[src/rtl/uart_rx_fifo.sv]
// ----------------------------------------------------------------------------
// uart_rx_fifo
//
// Receive-side byte buffer sitting directly behind the UART receiver. Every
// completed byte (rx_end pulse with rx_data) is pushed into a circular FIFO.
// The bus side pops one byte per accepted rd_en. The read data is registered
// and is presented with a one-cycle rd_valid pulse. The block also provides:
//   - occupancy status: empty, full and count
//   - a sticky overrun flag for bytes dropped while the FIFO was full
//   - a fill-level interrupt, thr_irq
//   - an idle-line timeout interrupt, to_irq, raised when data has been
//     waiting for TIMEOUT cycles with the line quiet and no FIFO traffic
// There is a single clock domain. The control logic is built from pointers
// and counters only; there is no FSM.
//
// Parameters
//   DEPTH     FIFO entries, must equal 2**ADDR_W
//   ADDR_W    pointer width
//   DATA_W    byte width
//   THRESH    thr_irq level, 1..DEPTH
//   TIMEOUT   idle cycles before to_irq
//   TO_CNT_W  timeout counter width, must be able to hold TIMEOUT
//
// Ports
//   clk       in   system clock
//   reset     in   synchronous, active-high reset
//   rx_end    in   1-cycle strobe: rx_data holds a completed byte
//   rx_data   in   received byte
//   rx_busy   in   receiver is mid-frame (line active)
//   rd_en     in   bus-side read request, one byte per cycle
//   rd_data   out  registered read byte, valid while rd_valid is high
//   rd_valid  out  pulses one cycle after an accepted read
//   empty     out  count == 0
//   full      out  count == DEPTH
//   count     out  bytes stored, 0..DEPTH
//   ovr_err   out  sticky: a byte arrived while full and was dropped
//   ovr_clr   in   clears ovr_err (a same-cycle overrun wins)
//   flush     in   discards all contents; ovr_err is kept
//   thr_irq   out  count >= THRESH
//   to_irq    out  data has been waiting with the line idle for TIMEOUT cycles
// ----------------------------------------------------------------------------
module uart_rx_fifo #(
  parameter int DEPTH    = 16,
  parameter int ADDR_W   = 4,
  parameter int DATA_W   = 8,
  parameter int THRESH   = 8,
  parameter int TIMEOUT  = 4096,
  parameter int TO_CNT_W = 13
) (
  input  logic              clk,
  input  logic              reset,
  input  logic              rx_end,
  input  logic [DATA_W-1:0] rx_data,
  input  logic              rx_busy,
  input  logic              rd_en,
  output logic [DATA_W-1:0] rd_data,
  output logic              rd_valid,
  output logic              empty,
  output logic              full,
  output logic [ADDR_W:0]   count,
  output logic              ovr_err,
  input  logic              ovr_clr,
  input  logic              flush,
  output logic              thr_irq,
  output logic              to_irq
);

  localparam logic [ADDR_W:0]   CNT_FULL = (ADDR_W+1)'(DEPTH);
  localparam logic [ADDR_W:0]   CNT_THR  = (ADDR_W+1)'(THRESH);
  localparam logic [ADDR_W:0]   CNT_ONE  = (ADDR_W+1)'(1);
  localparam logic [ADDR_W-1:0] PTR_ONE  = ADDR_W'(1);
  localparam logic [TO_CNT_W-1:0] TO_MAX = TO_CNT_W'(TIMEOUT);
  localparam logic [TO_CNT_W-1:0] TO_ONE = TO_CNT_W'(1);

  logic [DATA_W-1:0]   mem [DEPTH];
  logic [ADDR_W-1:0]   wr_ptr;
  logic [ADDR_W-1:0]   rd_ptr;
  logic [ADDR_W:0]     count_q;
  logic [TO_CNT_W-1:0] to_cnt;

  logic rd_acc;
  logic wr_acc;
  logic ovr_set;
  logic to_clear;

  // --------------------------------------------------------------------------
  // Status, derived combinationally from the occupancy counter
  // --------------------------------------------------------------------------
  assign count   = count_q;
  assign empty   = (count_q == '0);
  assign full    = (count_q == CNT_FULL);
  assign thr_irq = (count_q >= CNT_THR);
  assign to_irq  = (to_cnt == TO_MAX);

  // --------------------------------------------------------------------------
  // Transfer qualification. While flush is high, the bus and receiver
  // strobes are ignored. When the FIFO is full, a write is still accepted if
  // a read frees a slot in the same cycle. When the FIFO is empty, a
  // same-cycle read is refused: there is no bypass path, so the new byte
  // becomes readable on the next cycle.
  // --------------------------------------------------------------------------
  assign rd_acc  = rd_en  && !empty && !flush;
  assign wr_acc  = rx_end && (!full || rd_acc) && !flush;
  assign ovr_set = rx_end && full && !rd_acc && !flush;

  // Any FIFO activity, an active line, or nothing stored restarts the
  // idle timer.
  assign to_clear = empty || rx_busy || wr_acc || rd_acc;

  // --------------------------------------------------------------------------
  // Storage array
  // NOTE: the array has no reset. Entries are only ever read after they have
  // been written, so clearing them would cost reset fan-out for nothing.
  // --------------------------------------------------------------------------
  always_ff @(posedge clk) begin
    if (wr_acc && !reset) begin
      mem[wr_ptr] <= rx_data;
    end
  end

  // --------------------------------------------------------------------------
  // Pointers, occupancy and read port
  // NOTE: all clocked state is updated with non-blocking assignments. As a
  // result, the read below samples mem[rd_ptr] before a same-cycle write to
  // that slot lands, which gives full-FIFO read-before-write for free.
  // --------------------------------------------------------------------------
  always_ff @(posedge clk) begin
    if (reset || flush) begin
      wr_ptr   <= '0;
      rd_ptr   <= '0;
      count_q  <= '0;
      rd_data  <= '0;
      rd_valid <= 1'b0;
    end else begin
      rd_valid <= rd_acc;

      if (wr_acc) begin
        wr_ptr <= wr_ptr + PTR_ONE;
      end

      if (rd_acc) begin
        rd_data <= mem[rd_ptr];
        rd_ptr  <= rd_ptr + PTR_ONE;
      end

      // A simultaneous push and pop leave the occupancy unchanged.
      if (wr_acc && !rd_acc) begin
        count_q <= count_q + CNT_ONE;
      end else if (rd_acc && !wr_acc) begin
        count_q <= count_q - CNT_ONE;
      end
    end
  end

  // --------------------------------------------------------------------------
  // Sticky overrun flag. A flush leaves it alone. If an overrun happens in
  // the same cycle as ovr_clr, the set takes priority so the event is not
  // lost.
  // --------------------------------------------------------------------------
  always_ff @(posedge clk) begin
    if (reset) begin
      ovr_err <= 1'b0;
    end else if (ovr_set) begin
      ovr_err <= 1'b1;
    end else if (ovr_clr) begin
      ovr_err <= 1'b0;
    end
  end

  // --------------------------------------------------------------------------
  // Idle-line timeout counter. It saturates at TIMEOUT, so to_irq stays high
  // until a clearing event occurs.
  // --------------------------------------------------------------------------
  always_ff @(posedge clk) begin
    if (reset || flush || to_clear) begin
      to_cnt <= '0;
    end else if (to_cnt != TO_MAX) begin
      to_cnt <= to_cnt + TO_ONE;
    end
  end

endmodule

[config.mk]
export PLATFORM = sky130hd
export DESIGN_NAME = uart_rx_fifo
export DESIGN_NICKNAME = d
export VERILOG_FILES = /design/src/rtl/uart_rx_fifo.sv
export SDC_FILE = /design/constraint.sdc
export NUM_CORES = 1
export LEC_CHECK = 0
export ABC_CLOCK_PERIOD_IN_PS = 2940
export BUFFER_PORTS_ARGS = -buffer_cell sky130_fd_sc_hd__buf_4
export CORE_MARGIN = 2
export CORE_UTILIZATION = 30
export DETAILED_ROUTE_END_ITERATION = 6
export GPL_ROUTABILITY_DRIVEN = 0
export HOLD_SLACK_MARGIN = 0.02
export PLACE_DENSITY = 0.44
export SLEW_MARGIN = 20
export SYNTH_ARGS = -nofsm -noshare
export SYNTH_HDL_FRONTEND = slang
export SYNTH_SLANG_ARGS = --single-unit
export TNS_END_PERCENT = 100
[constraint.sdc]
create_clock -name clk -period 2.94 [get_ports clk]
set_clock_uncertainty 0.15 [all_clocks]
set_input_delay 0.294 -clock clk [delete_from_list [all_inputs] [get_ports clk]]
set_output_delay 0.294 -clock clk [all_outputs]
set_load 0.03 [all_outputs]
==> flow_summary.json <==
{
  "start_util_pct": 30.6,
  "rows": 54,
  "gr-total-overflow": 0,
  "ys_types": 44,
  "final_cell_mix": "128 x edfxtp_1, 65 x nor2_1, 53 x buf_4, 31 x mux4_2, 31 x dfxtp_1",
  "routed_wl_um": 14800,
  "dr_total_vias": 3659,
  "reg2reg_depth": 10,
  "end_kind": "flip-flop",
  "crit_buf_inv": 1,
  "netlist_area_mm2": 0.00670,
  "rsz0062_at_grt": "no",
  "first_pass_iters": 6,
  "grt_max_degree": 30,
  "cts_num_sinks": 164,
  "setup_viol": 0,
  "drt_iter0_markers": 228,
  "yosys_warnings": 0,
  "max_clock_freq_mhz": 357,
  "start_kind": "flip-flop",
  "hold_viol": 0,
  "ys_seq_area_share_pct": 68.1,
  "p_leak_uw": 0.00262,
  "crit_chain": "or4_4, o21ai_4, or2_4, ha_4, inv_4, fa_2, a21o_1, a21oi_2, mux2i_1, mux2i_1",
  "critical_path_class": "flip-flop to flip-flop",
  "antenna_left": 0,
  "worstPathRequired_ns": 3.14,
  "critPathTopFamily": "simple AND/OR/NAND/NOR gates",
  "insertion_delay_ns": 0.42,
  "slew_viol_final": 0,
  "status": "finished clean",
  "h-tree-depth": 4,
  "clk_pin_slew_ns": 0.06,
  "cts_made_buffers": 17,
  "fin_crit_ns": 2.80,
  "reg2reg_to": "count[4]",
  "drive_gt1_share_pct": 28.0,
  "gr-usage-all-layers_pct": 13.2,
  "ys.flop_type": "edfxtp_1",
  "drv_cap": 0,
  "portBuffers": 33,
  "drcViolationCount": 0,
  "hold_depth": 1,
  "cts-root-buf": "clkbuf_16",
  "ioPinCount": 34,
  "grt_pass1_wl_um": 22700,
  "core_region_area_mm2": 0.0219,
  "multiInputGateArea_mm2": 0.00204,
  "wl_per_cell_um": 19.2,
  "timing.rr.start": "count[2]",
  "stdcell_area_mm2": 0.00808,
  "holdPathEnd": "mem[4][6]",
  "die_w_um": 153,
  "syn_nets": 444,
  "slowest_delay_ns": 0.62,
  "relSlewSlack_pct": 27.2,
  "cpMostUsedCell": "mux2i_1",
  "dp_cells": 734,
  "diodes": 0,
  "peakVddDrop_v": 0.000379,
  "crit_path_top_delay_cell": "or4_4",
  "antenna_found_initial": 0,
  "fp.dieH_um": 153,
  "hpwl_um": 9320,
  "ys_ff_latch": 164,
  "grt_pass1_vias": 3751,
  "power.density_mw_per_mm2": 623,
  "fillers": 2088,
  "syn_area_per_cell_um2": 16.1,
  "clk_path_buf_depth": 2,
  "crit_arrival_ns": 3.00,
  "hp-class": "primary input to flip-flop",
  "netlist_instances": 417,
  "cts_tree": "done",
  "hold_start": "rx_data[6]",
  "max_slew.worst_pin.slew_ns": 1.09,
  "reg2reg_slack_ns": 0.14,
  "nNetsFinal": 504,
  "fin_cells": 769,
  "regArea_mm2": 0.00458,
  "synth_edf_count": 128,
  "place_area_mm2": 0.00744,
  "cp_max_fo": 7,
  "async_flop_share_pct": 0,
  "finalCritPeriodShare_pct": 95.4,
  "vias_per_cell": 4.76,
  "layout_commonest_cell": "edfxtp_1",
  "area_delta_synth_final_pct": 20.5,
  "design.die.area_mm2": 0.0236
}
synthesized netlist by cell type, types with 7 or more instances:
master,number,area [um^2]
nor2_1,66,248
nand2_1,10,37.5
xor2_1,7,61.3
nand3_1,10,50.1
inv_1,11,41.3
clkbuf_1,8,30.0
a21oi_1,7,35.0
dfxtp_1,36,721
a311o_1,7,70.1
mux2i_1,21,210
edfxtp_1,128,3840
ha_1,11,138
mux4_2,31,698
xnor2_1,11,96.3
sequential cells by signal, indices dropped and copies added, names as in the netlist:
register and count:
mem 128, to_cnt 13, rd_data 8, count 5, rd_ptr 4, wr_ptr 4
ovr_err 1, rd_valid 1
final cells by class:
class                           count  share of cell area (%)
Clock buffer                       19                    5.36
Tap cell                          280                    4.34
Multi-Input combinational cell    223                    25.2
Inverter                           12                   0.589
Sequential cell                   164                    56.7
Timing Repair Buffer               59                    5.92
Clock inverter                     12                    1.94
where the power goes:
part / internal [uW] / switching (uW) / leakage (uW)
registers: 2510 / 14.2 / 0.00145
clock network: 1340 / 894 / 0.000283
logic: 116 / 168 / 0.000891
total: 3960 / 1080 / 0.00262
worst max-delay path by stage:
stage	startpoint	endpoint	slack, ns	cells past startpoint
4_1_cts	count[2]	count[4]	0.07	10
3_3_place_gp	count[2]	count[4]	0.02	10
3_5_place_dp	count[2]	count[4]	-0.01	10
5_1_grt	count[2]	count[4]	0.02	10
2_1_floorplan	count[2]	count[4]	-0.02	12
6_report	count[2]	count[4]	0.14	10
cell families after synthesis:
family / count (synthesis) / share of synthesized area [%]
AOI/OAI and AO/OA: 32 / 4.09
xor gates and xnor gates: 18 / 2.35
adders and majority gates: 12 / 2.35
buffers and inverters: 30 / 2.17
DFF: 164 / 68.1
muxes: 53 / 13.7
and+or+nand+nor: 108 / 7.22
routing by layer:
layer | global-route usage [%] | vias up | wire length, um
met5 | 0 | - | 0
li1 | - | 1716 | -
met3 | 3.54 | 6 | 477
met1 | 17.8 | 1887 | 7090
met4 | 4.06 | 0 | 131
met2 | 20.9 | 50 | 7070
worst reg2reg max path: cells and delay by family, from the launching register on:
family                   cells  cell delay (ns)
AND/OR/NAND/NOR              2             0.76
AO/OA/AOI/OAI                3             0.50
adder cells (fa/ha/maj)      2             0.49
multiplexers                 2             0.43
flip-flops                   1             0.35
buffers and inverters        1             0.05
metrics by stage:
step	setup slack, ns	util (%)	setup TNS (ns)	power (uW)	hold slack (ns)
global placement	0.0170	34.0	0	2850	0.348
CTS	0.0681	36.8	0	5100	0.0240
finish	0.136	36.9	0	5040	0.0328
global route	0.0187	36.9	0	5230	0.0303
floorplan	-0.0174	-	-0.0174	2750	0.216
detailed placement	-0.0117	34.0	-0.0117	2860	0.361
repair_timing:
action / 4_1_cts / 5_1_grt
endpoints found under the setup margin: 1 / 1
setup buffers: 0 / 0
resized for setup: 1 / 2
endpoints found under the hold margin: 12 / 0
pin swaps: 0 / 0
hold buffers: 4 / 0
Note: power is estimated with default switching activity, not from simulation.
